$ cat config.mk
export PLATFORM = sky130hd
export DESIGN_NAME = pc_sequencer_flat
export DESIGN_NICKNAME = d
export VERILOG_FILES = /design/src/rtl/pc_sequencer_if.sv /design/src/rtl/pc_sequencer.sv /design/src/flat_wrapper.sv
export SDC_FILE = /design/constraint.sdc
export NUM_CORES = 1
export LEC_CHECK = 0
export BUFFER_PORTS_ARGS = -buffer_cell sky130_fd_sc_hd__buf_4
export CELL_PAD_IN_SITES_DETAIL_PLACEMENT = 1
export CELL_PAD_IN_SITES_GLOBAL_PLACEMENT = 2
export CORE_MARGIN = 8
export CORE_UTILIZATION = 26
export CTS_BUF_LIST = sky130_fd_sc_hd__clkbuf_4 sky130_fd_sc_hd__clkbuf_8
export DETAILED_ROUTE_END_ITERATION = 7
export HOLD_SLACK_MARGIN = 0.06
export PLACE_DENSITY = 0.87
export SYNTH_ARGS = -nofsm -noshare
export SYNTH_HDL_FRONTEND = slang
export SYNTH_SLANG_ARGS = --single-unit
$ cat constraint.sdc
create_clock -name clk -period 1.7 [get_ports clk]
set_clock_uncertainty 0.2 [all_clocks]
set_input_delay 0.085 -clock clk [delete_from_list [all_inputs] [get_ports clk]]
set_output_delay 0.085 -clock clk [all_outputs]
set_load 0.01 [all_outputs]
$ cat src/rtl/pc_sequencer_if.sv
// Fetch handshake bundle between the PC sequencer and instruction memory.
//   fetch_req  : sequencer -> memory, fetch request
//   fetch_addr : sequencer -> memory, address of the requested instruction
//   fetch_ack  : memory -> sequencer, current fetch accepted
interface pc_sequencer_if;
  logic       fetch_req;
  logic [7:0] fetch_addr;
  logic       fetch_ack;

  modport master (
    output fetch_req,
    output fetch_addr,
    input  fetch_ack
  );

  modport slave (
    input  fetch_req,
    input  fetch_addr,
    output fetch_ack
  );
endinterface

$ cat src/rtl/pc_sequencer.sv
// Program-counter sequencer: owns the PC, runs the req/ack fetch handshake and
// picks the next fetch address (step, jump, call, return, interrupt vector).
//
// Optional build macro: PC_SEQ_STACK_EN builds the return-address stack. Without
// it, call acts as jump, irq vectors without pushing, ret steps the PC, and the
// stack flags are tied low.
//
// Ports:
//   clk, reset_n     : clock (rising edge), asynchronous active-low reset
//   fetch_bus        : master side of the fetch handshake (req/addr out, ack in)
//   pc               : current PC register
//   stall            : freeze fetching
//   jump/call/ret    : redirect requests from decode, jump_addr is the target
//   irq, irq_ack     : level interrupt request, one-cycle taken pulse
//   stack_ovf/unf    : sticky push-on-full / pop-on-empty flags
module pc_sequencer #(
  parameter logic [7:0]  RESET_VEC   = 8'h00,
  parameter logic [7:0]  STEP        = 8'd4,
  parameter logic [7:0]  IRQ_VEC     = 8'hF0,
  parameter int unsigned STACK_DEPTH = 4
) (
  input  logic                  clk,
  input  logic                  reset_n,
  pc_sequencer_if.master        fetch_bus,
  output logic [7:0]            pc,
  input  logic                  stall,
  input  logic                  jump,
  input  logic                  call,
  input  logic                  ret,
  input  logic [7:0]            jump_addr,
  input  logic                  irq,
  output logic                  irq_ack,
  output logic                  stack_ovf,
  output logic                  stack_unf
);

  if (STACK_DEPTH < 1 || STACK_DEPTH > 8) begin : gen_bad_depth
    $error("pc_sequencer: STACK_DEPTH must be in 1..8");
  end

  typedef enum logic [1:0] {StBoot, StFetch, StStall} state_e;

  state_e     state_q, state_d;
  logic [7:0] pc_q, pc_d, pc_inc;
  logic       in_svc_q, in_svc_d;
  logic       irq_ack_q, irq_ack_d;
  logic       accept;
  logic       push_req, pop_req;
  logic       pop_valid;
  logic [7:0] pop_data;

  assign pc_inc               = pc_q + STEP;  // 8-bit wrap is intended
  assign fetch_bus.fetch_req  = (state_q == StFetch);
  assign fetch_bus.fetch_addr = pc_q;
  assign pc                   = pc_q;
  assign irq_ack              = irq_ack_q;
  // An ack outside StFetch has no request to pair with and is dropped.
  assign accept               = fetch_bus.fetch_req & fetch_bus.fetch_ack;

  // A stall seen together with an ack still lets that fetch complete.
  always_comb begin
    state_d = state_q;
    unique case (state_q)
      StBoot:  state_d = StFetch;
      StFetch: if (stall) state_d = StStall;
      StStall: if (!stall) state_d = StFetch;
      default: state_d = StBoot;
    endcase
  end

  // Redirects are only looked at on accepted fetches.
  always_comb begin
    pc_d      = pc_q;
    in_svc_d  = in_svc_q;
    irq_ack_d = 1'b0;
    push_req  = 1'b0;
    pop_req   = 1'b0;
    if (accept) begin
      if (irq && !in_svc_q) begin
        pc_d      = IRQ_VEC;
        push_req  = 1'b1;
        in_svc_d  = 1'b1;
        irq_ack_d = 1'b1;
      end else if (jump) begin
        pc_d = jump_addr;
      end else if (call) begin
        pc_d     = jump_addr;
        push_req = 1'b1;
      end else if (ret) begin
        pop_req  = 1'b1;
        in_svc_d = 1'b0;
        pc_d     = pop_valid ? pop_data : pc_inc;
      end else begin
        pc_d = pc_inc;
      end
    end
  end

  always_ff @(posedge clk or negedge reset_n) begin
    if (!reset_n) begin
      state_q   <= StBoot;
      pc_q      <= RESET_VEC;
      in_svc_q  <= 1'b0;
      irq_ack_q <= 1'b0;
    end else begin
      state_q   <= state_d;
      pc_q      <= pc_d;
      in_svc_q  <= in_svc_d;
      irq_ack_q <= irq_ack_d;
    end
  end

`ifdef PC_SEQ_STACK_EN
  localparam int unsigned SpW  = $clog2(STACK_DEPTH + 1);
  localparam int unsigned IdxW = (STACK_DEPTH > 1) ? $clog2(STACK_DEPTH) : 1;

  logic [7:0]     stack_q [STACK_DEPTH];
  logic [SpW-1:0] sp_q, sp_d, sp_m1;
  logic           ovf_q, ovf_d, unf_q, unf_d;
  logic           stack_full, stack_empty, do_write;
  logic           unused_sp_m1;

  assign stack_full   = (sp_q == SpW'(STACK_DEPTH));
  assign stack_empty  = (sp_q == '0);
  assign sp_m1        = sp_q - SpW'(1);
  assign unused_sp_m1 = ^sp_m1;
  assign pop_valid    = !stack_empty;
  assign pop_data     = stack_q[sp_m1[IdxW-1:0]];
  assign stack_ovf    = ovf_q;
  assign stack_unf    = unf_q;

  // Push and pop never coincide: they come from exclusive priority branches.
  always_comb begin
    sp_d     = sp_q;
    ovf_d    = ovf_q;
    unf_d    = unf_q;
    do_write = 1'b0;
    if (push_req) begin
      if (stack_full) begin
        ovf_d = 1'b1;
      end else begin
        do_write = 1'b1;
        sp_d     = sp_q + SpW'(1);
      end
    end
    if (pop_req) begin
      if (stack_empty) unf_d = 1'b1;
      else             sp_d  = sp_m1;
    end
  end

  always_ff @(posedge clk or negedge reset_n) begin
    if (!reset_n) begin
      sp_q  <= '0;
      ovf_q <= 1'b0;
      unf_q <= 1'b0;
    end else begin
      sp_q  <= sp_d;
      ovf_q <= ovf_d;
      unf_q <= unf_d;
    end
  end

  // Entries are only read below the stack pointer, so storage needs no reset.
  always_ff @(posedge clk) begin
    if (do_write) stack_q[sp_q[IdxW-1:0]] <= pc_inc;
  end
`else
  logic unused_stack;

  assign pop_valid    = 1'b0;
  assign pop_data     = pc_inc;
  assign stack_ovf    = 1'b0;
  assign stack_unf    = 1'b0;
  assign unused_stack = push_req | pop_req;
`endif

endmodule

$ cat src/flat_wrapper.sv
// flat-port wrapper written by rule: the top's interface ports become plain ports
module pc_sequencer_flat 
#(
  parameter logic [7:0]  RESET_VEC   = 8'h00,
  parameter logic [7:0]  STEP        = 8'd4,
  parameter logic [7:0]  IRQ_VEC     = 8'hF0,
  parameter int unsigned STACK_DEPTH = 4
)
  (clk, reset_n, pc, stall, jump, call, ret, jump_addr, irq, irq_ack, stack_ovf, stack_unf, fetch_bus_fetch_req, fetch_bus_fetch_addr, fetch_bus_fetch_ack);
  pc_sequencer_if fetch_bus_i ();
  input  logic clk;
  input  logic reset_n;
  output logic [7:0] pc;
  input  logic stall;
  input  logic jump;
  input  logic call;
  input  logic ret;
  input  logic [7:0] jump_addr;
  input  logic irq;
  output logic irq_ack;
  output logic stack_ovf;
  output logic stack_unf;
  output wire logic [$bits(fetch_bus_i.fetch_req)-1:0] fetch_bus_fetch_req;
  output wire logic [$bits(fetch_bus_i.fetch_addr)-1:0] fetch_bus_fetch_addr;
  input wire logic [$bits(fetch_bus_i.fetch_ack)-1:0] fetch_bus_fetch_ack;
  assign fetch_bus_fetch_req = fetch_bus_i.fetch_req;
  assign fetch_bus_fetch_addr = fetch_bus_i.fetch_addr;
  assign fetch_bus_i.fetch_ack = fetch_bus_fetch_ack;
  pc_sequencer #(.RESET_VEC(RESET_VEC), .STEP(STEP), .IRQ_VEC(IRQ_VEC), .STACK_DEPTH(STACK_DEPTH)) u_core (.clk(clk), .reset_n(reset_n), .fetch_bus(fetch_bus_i), .pc(pc), .stall(stall), .jump(jump), .call(call), .ret(ret), .jump_addr(jump_addr), .irq(irq), .irq_ack(irq_ack), .stack_ovf(stack_ovf), .stack_unf(stack_unf));
endmodule
Yosys cells after proc, flatten, opt, wreduce, memory -nomap -nowiden
Cells that the tools add are included.
{"block": "word_totals", "register_bits": 12, "inputBits": 16, "elab_cells": 30}
{"block": "classes", "n_addsub": 1, "n_eq_ne": 6, "mux": 12, "bitwise": 1, "reduce_logical": 6}
{"operator": "8-bit two-way mux", "count": 3}
{"operator": "8-bit by 3-bit adder with 8-bit output (second input constant)", "count": 1}
{"operator": "1-bit two-way mux", "count": 6}
{"operator": "2-bit case mux with 3 select lines", "count": 1}
{"operator": "2-bit two-way mux", "count": 2}
{"operator": "2-bit by 1-bit != test with 1-bit output (second input constant)", "count": 2}
{"operator": "2-bit != test (second input constant)", "count": 2}
{"operator": "4-bit AND reduction", "count": 1}
{"operator": "2-bit by 1-bit == test with 1-bit output (second input constant)", "count": 1}
{"operator": "2-bit == test (second input constant)", "count": 1}
{"operator": "2-bit zero test", "count": 1}
{"operator": "2-bit AND reduction", "count": 1}
{"operator": "2-bit nonzero test", "count": 1}
{"operator": "1-bit AND", "count": 1}
{"operator": "1-bit logical AND", "count": 1}
{"operator": "1-bit zero test", "count": 1}

Longest topological paths before layout
Gate-level depths: netlist (run 1).
{"block": "logic_depth", "word_depth": 4, "depth_mapped": 4, "mapped_depth_nobuf": 4}

Least setup slack after synthesis (run 1)
OpenSTA, ideal clock, no wires.
{"block": "synth_timing", "path_type": "reg2reg", "start": "reg u_core.pc_q[3] (netlist: u_core.fetch_bus.fetch_addr[3])", "end": "reg u_core.pc_q[4] (netlist: u_core.fetch_bus.fetch_addr[4])", "setup_ns": 0.137, "arrival_time_ns": 1.224, "slack_ns": 0.138, "stages_incl_launch_ff": 5, "path_buffers": 0, "synth_period_minus_slack_ns": 1.562, "path_cell_list": "dfrtp_1 -> ha_1 -> or3b_1 -> o22ai_1 -> a22oi_1"}
{"block": "synth_between", "elab_chain_len": 4}
{"item": "start, declared", "line_no": "pc_sequencer.sv:44", "source": "logic [7:0] pc_q, pc_d, pc_inc;"}
{"item": "start signal, assigned", "line_no": "pc_sequencer.sv:107", "source": "pc_q <= pc_d;"}
{"item": "8-bit by 3-bit adder with 8-bit output", "line_no": "pc_sequencer.sv:52", "source": "assign pc_inc = pc_q + STEP;"}
{"item": "8-bit two-way mux", "line_no": "pc_sequencer.sv:86", "source": "end else if (call) begin"}
{"item": "8-bit two-way mux", "line_no": "pc_sequencer.sv:84", "source": "end else if (jump) begin"}
{"item": "8-bit two-way mux", "line_no": "pc_sequencer.sv:79", "source": "if (irq && !in_svc_q) begin"}
No other way between the ends.
A chain may end at the register's enable or synchronous reset.

Worst setup path in the final report (run 1)
{"block": "layout_timing", "start": "in jump", "end": "reg u_core.pc_q[7] (netlist: u_core.fetch_bus.fetch_addr[7])"}
{"block": "layout_between", "elab_chain_len": 2}
{"item": "start, declared", "line_no": "flat_wrapper.sv:15", "source": "input logic jump;"}
{"item": "8-bit two-way mux", "line_no": "pc_sequencer.sv:84"}
{"item": "8-bit two-way mux", "line_no": "pc_sequencer.sv:79"}
No other way between the ends.

==> metrics.txt, run 1 <==
Rows 19; Post-synth top flop dfrtp_1; fraction of the core area covered by cells at the end of the flow 41.92%; max-cap violation count 0; Clock Pin Slew Worst Setup and Hold Paths 0.08 ns; width of the die 68.61 µm; leading cell types in the layout, fill and taps excluded buf_4, dlygate4sd3_1, dfrtp_1; filler cell count 304; startpoint of the worst hold path call; HPWL after DPL 1744 µm; initial antenna violation count 0; unrepaired setup endpoints after global routing false; TritonCTS clock tree yes; share of synthesized area spent on multiplexers 3.478%; vias per inst 4.993; distinct cell type count of the synthesized netlist 34; Die Outline Area 4707 µm²; maximum net fanout on the critical path 8; count of unresolved DRC violations after routing 0; total number of yosys warnings 0; setup slack, reg-to-reg 0.17 ns; launch point of the worst reg-to-reg path u_core.fetch_bus.fetch_addr[2]$_DFFE_PN0P_; grt ovf 0; wire length after detailed routing 2290 µm; area of the placeable core 2686 µm²; number of cells on the worst reg-to-reg path 4; critical path class input port to flip-flop; count of antenna diodes in the layout 0; worst hold endpoint u_core.fetch_bus.fetch_addr[6]$_DFFE_PN0P_; final weighted congestion in routability-driven placement 0.8422; layout cells sized above 1 37.39%; number of buffers inserted by port buffering 33; minimum period implied by the final worst setup slack 1.529 ns; kind of start point of the critical path input port; CTS Root Cell clkbuf_4; final total negative setup slack 0 ns; number of global-route vias before repair 780; vertical extent of the die 68.61 µm; antenna violation net count after detailed routing 0; insertion delay to the later sink of the worst-skew pair 0.27 ns; Synth Area in Adders 1.739%; VDD IR-drop max 0.0006631 V; dominant combinational cell family by area after synthesis compound AO/OA/AOI/OAI gates; leading cell type in the layout, fill and taps excluded buf_4; areal power density over the cells 1426 nW/µm²; normalized max-slew margin 61.42%; Fin Hold WS 0.09602 ns; routed via count 729; slew at the pin closest to its max-slew limit 0.5768 ns; post-synthesis to final-layout area growth 56.52%; starting density of the core 26.78%; Pre-antenna DRT Iters 2; final number of setup-violating endpoints 0; # nets final 134; pin count of the biggest net entering global routing 13; required time of the critical path 1.68 ns; first-pass GRT wire length 3808 µm; mean instance size in the synthesized netlist 10.28 µm²; endpoint of the most critical register-to-register path u_core.fetch_bus.fetch_addr[4]$_DFFE_PN0P_; all-layer global routing usage 10.57%; wire length per cell 15.68 µm; Seq/Total Area, Yosys 41.74%; arrival time reported for the critical path endpoint 1.51 ns; Critical Path End Type flip-flop; result of the run complete, no violations; total clock buffers created by CTS 3; synthesized-area fraction occupied by and/or/nand/nor cells 17.04%; Worst Hold Class input port to flip-flop; portion of the clock cycle consumed by the worst path in the final layout 89.91%; Iteration-0 DRC Markers 16; summed area of non-filler cells in the final layout 1126 µm²; instance count of the mapped netlist 70; Max Transition Viols Final 0; leakage power summed over all cells 0.5246 nW; number of H-tree branching levels 1; # resized after CTS 0; share of synthesized registers carrying an async set or reset 100.0%; post-synthesis share of cell area spent on xor and xnor gates 0%; final hold violation count 0; synthesized-area fraction occupied by ao, oa, aoi and oai cells 22.43%; worst hold path stage count 4; post-synth design cell area 719.4 µm²; count of state elements after synthesis 12; power after layout 1.606 mW; clock sink count 12; ports placed on the boundary 36; clock tree buffer depth 2; post-place instance area 953.4 µm²; number of enable-type register cells in the synthesized netlist 0; highest attainable clock frequency 654.2 MHz
-- routing by layer --
metal / GRT usage [%] / share of wire (%)
met1: 12.38 / 43
met2: 17.89 / 48
met3: 3.069 / 8.6
met4: 3.836 / 0.26
met5: 0 / 0
-- where the power goes --
group          internal (mW)  switching, mW  leakage (nW)  total (mW)
clock network         0.0818         0.0913        0.0138       0.173
logic                  0.500          0.423         0.369       0.923
registers              0.404          0.105         0.142       0.510
-- registers in the layout, indices dropped and copies added (netlist names) --
name / count
u_core.irq_ack: 1
u_core.in_svc_q: 1
u_core.fetch_bus.fetch_addr: 8
u_core.state_q: 2
-- layout make-up --
type                       count  area [µm²]  area share (%)
inverter                       2       7.507          0.6667
tap                           31       38.79           3.444
clock buffer                   3       22.52           2.000
timing repair buffer          52       427.9           38.00
multi-input combinational     46       329.1           29.22
sequential                    12       300.3           26.67
-- cells in the mapped netlist, drive strengths merged, types with 2 or more instances --
| cell type | number | share of area, % |
|---|---|---|
| dfrtp | 12 | 42 |
| buf | 11 | 12 |
| nand3 | 4 | 2.8 |
| nor2 | 4 | 2.8 |
| a31oi | 3 | 2.6 |
| nor2b | 3 | 2.6 |
| o21ai | 3 | 2.1 |
| o22ai | 3 | 2.6 |
| a21o | 2 | 2.1 |
| a2bb2oi | 2 | 2.4 |
| a32o | 2 | 2.8 |
| inv | 2 | 1.0 |
-- how the worst max path moves through the flow --
stage,from,endpoint,slack [ns],depth (start not counted)
CTS,u_core.fetch_bus.fetch_addr[3]$_DFFE_PN0P_,u_core.fetch_bus.fetch_addr[4]$_DFFE_PN0P_,0.15,4
floorplan,u_core.fetch_bus.fetch_addr[3]$_DFFE_PN0P_,u_core.fetch_bus.fetch_addr[4]$_DFFE_PN0P_,0.14,4
global placement,u_core.fetch_bus.fetch_addr[2]$_DFFE_PN0P_,u_core.fetch_bus.fetch_addr[4]$_DFFE_PN0P_,0.14,4
global route,jump,u_core.fetch_bus.fetch_addr[7]$_DFFE_PN0P_,0.04,5
finish,jump,u_core.fetch_bus.fetch_addr[7]$_DFFE_PN0P_,0.17,5
detailed placement,u_core.fetch_bus.fetch_addr[3]$_DFFE_PN0P_,u_core.fetch_bus.fetch_addr[4]$_DFFE_PN0P_,0.16,4
-- stage by stage --
step | setup WS (ns) | instances
global route | 0.04051 | 146
CTS | 0.1520 | 146
global placement | 0.1446 | 128
floorplan | 0.1383 | 71
finish | 0.1715 | 146
detailed placement | 0.1638 | 128
-- cell families after synthesis --
logic type | after synthesis
AOI/OAI and AO/OA | 22
other | 1
buffers and inverters | 13
adders and majority gates | 1
and+or+nand+nor | 19
DFF | 12
muxes | 2
-- worst max-delay path, stage by stage --
cell and delay [ns]:
buf_4 0.12, dlygate4sd3_1 0.59, nor2_2 0.31, o22ai_1 0.15
a211oi_1 0.25
-- timing repair --
item | CTS | global route
endpoints found under the hold margin | 24 | 0
setup endpoints to repair | 0 | 0
hold buffers | 15 | 0
setup buffers | 0 | 0
Power figures use the tool's default switching activity.
==> inputs of run 2 (changes only) <==
--- a/config.mk
+++ b/config.mk
@@ -13,6 +13,7 @@
 export CTS_BUF_LIST = sky130_fd_sc_hd__clkbuf_4 sky130_fd_sc_hd__clkbuf_8
 export DETAILED_ROUTE_END_ITERATION = 7
 export HOLD_SLACK_MARGIN = 0.06
+export MAX_ROUTING_LAYER = met4
 export PLACE_DENSITY = 0.87
 export SYNTH_ARGS = -nofsm -noshare
 export SYNTH_HDL_FRONTEND = slang
==> metrics.txt, run 2 (synthesized netlist as in run 1, its figures left out) <==
ports placed on the boundary 36; number of global-route vias before repair 780; required time of the critical path 1.64 ns; final weighted congestion in routability-driven placement 0.8552; leakage power summed over all cells 0.5246 nW; slew at the pin closest to its max-slew limit 0.5799 ns; CTS Root Cell clkbuf_4; count of antenna diodes in the layout 0; Max Transition Viols Final 0; routed metal-1 wire length 1038 µm; routed via count 726; Max stage delay on crit path 0.38 ns; insertion delay to the later sink of the worst-skew pair 0.27 ns; total clock buffers created by CTS 3; Post-CTS Repair Setup Buffers 0; # nets final 134; result of the run complete, no violations; first-pass GRT wire length 3801 µm; vertical extent of the die 68.61 µm; portion of the clock cycle consumed by the worst path in the final layout 89.89%; total met2 wirelength after detailed routing 1097 µm; layout cells sized above 1 37.39%; met3 wirelength from detailed routing 147 µm; number of H-tree branching levels 1; clock sink count 12; TritonCTS clock tree yes; unrepaired setup endpoints after global routing false; number of buffers inserted by port buffering 33; leading cell types in the layout, fill and taps excluded buf_4, dlygate4sd3_1, dfrtp_1; kind of start point of the critical path flip-flop; final total negative setup slack 0 ns; clock tree buffer depth 2; highest metal used met4; antenna violation net count after detailed routing 0; count of non-filler cells in the finished layout 146; Iteration-0 DRC Markers 14; post-synthesis to final-layout area growth 56.52%; Worst Hold Class input port to flip-flop; Critical Path End Type flip-flop; count of unresolved DRC violations after routing 0; VDD IR-drop max 0.0006626 V; worst path setup slack after routing 0.1718 ns; max-cap violation count 0; Rows 19; pin count of the biggest net entering global routing 13; Clock Pin Slew Worst Setup and Hold Paths 0.08 ns; minimum period implied by the final worst setup slack 1.528 ns; cell at the slowest stage of the critical path or3b_1; setup slack, reg-to-reg 0.17 ns; area of the placeable core 2686 µm²; final hold violation count 0; areal power density over the cells 1425 nW/µm²; fraction of the core area covered by cells at the end of the flow 41.92%; placed instance count 128; final number of setup-violating endpoints 0; number of flip-flops in the largest register 8; arrival time reported for the critical path endpoint 1.47 ns; starting density of the core 26.78%; initial antenna violation count 0; critical path class flip-flop to flip-flop; wire length after detailed routing 2290 µm; leading cell type in the layout, fill and taps excluded buf_4; wire length per cell 15.68 µm; Pre-antenna DRT Iters 2; width of the die 68.61 µm; maximum net fanout on the critical path 3; normalized max-slew margin 61.21%; all-layer global routing usage 10.89%; grt ovf 0; vias per inst 4.973; highest attainable clock frequency 654.4 MHz; Setup Slack @ Placement 0.1638 ns; Die Outline Area 4707 µm²; cell chain of the critical path ha_1 > or3b_1 > o22ai_1 > a22oi_1; HPWL after DPL 1744 µm
run 2: cell counts in the layout (fill, tap and decap cells not counted):
Identical to the previous run, type by type.
run 2: where the power goes:
group	switching [mW]	internal [mW]	total (mW)
registers	0.106	0.404	0.510
logic	0.422	0.500	0.922
clock network	0.0910	0.0818	0.173
total	0.618	0.986	1.60
run 2: worst max-delay path, delay by kind of cell (launching register included):
| kind | cells | cell delay, ns |
|---|---|---|
| and+or+nand+nor | 1 | 0.38 |
| DFF | 1 | 0.37 |
| adders and majority gates | 1 | 0.21 |
| AOI/OAI and AO/OA | 2 | 0.24 |
run 2: through the flow:
stage	power [mW]	hold slack, ns	cell area (µm²)
floorplan	1.030	-0.4106	723.2
global placement	1.403	-0.2689	953.4
detailed placement	1.426	-0.2603	953.4
CTS	1.638	0.08463	1126
global route	1.736	0.1127	1126
finish	1.604	0.09617	1126
run 2: path summary, 6_finish.rpt:
| path | end | startpoint | cells after the start |
|---|---|---|---|
| max in group asynchronous | u_core.fetch_bus.fetch_addr[5]$_DFFE_PN0P_ | reset_n | 3 |
| min | u_core.fetch_bus.fetch_addr[6]$_DFFE_PN0P_ | call | 4 |
| max reg2reg | u_core.fetch_bus.fetch_addr[4]$_DFFE_PN0P_ | u_core.fetch_bus.fetch_addr[2]$_DFFE_PN0P_ | 4 |
| max | u_core.fetch_bus.fetch_addr[4]$_DFFE_PN0P_ | u_core.fetch_bus.fetch_addr[2]$_DFFE_PN0P_ | 4 |
| min in group asynchronous | u_core.fetch_bus.fetch_addr[1]$_DFFE_PN0P_ | reset_n | 3 |
| min reg2reg | u_core.in_svc_q$_DFFE_PN0P_ | u_core.in_svc_q$_DFFE_PN0P_ | 1 |
run 2: layout make-up:
| class | count | area, µm² |
|---|---|---|
| multi-input cells | 46 | 329.1 |
| flip-flops and latches | 12 | 300.3 |
| inverters | 2 | 7.507 |
| repair buffers | 52 | 427.9 |
| well taps | 31 | 38.79 |
| clock buffers | 3 | 22.52 |
| fillers | 304 | 1560 |
run 2: metal layers:
metal / global-route usage (%) / up-vias
li1: - / 348
met3: 1.939 / 2
met4: 3.836 / 0
met5: - / -
met2: 17.89 / 26
met1: 13.04 / 350
run 2: repair_timing:
item                                   CTS  global route
endpoints found under the hold margin   24             0
hold buffers                            15             0
resized for setup                        0             0
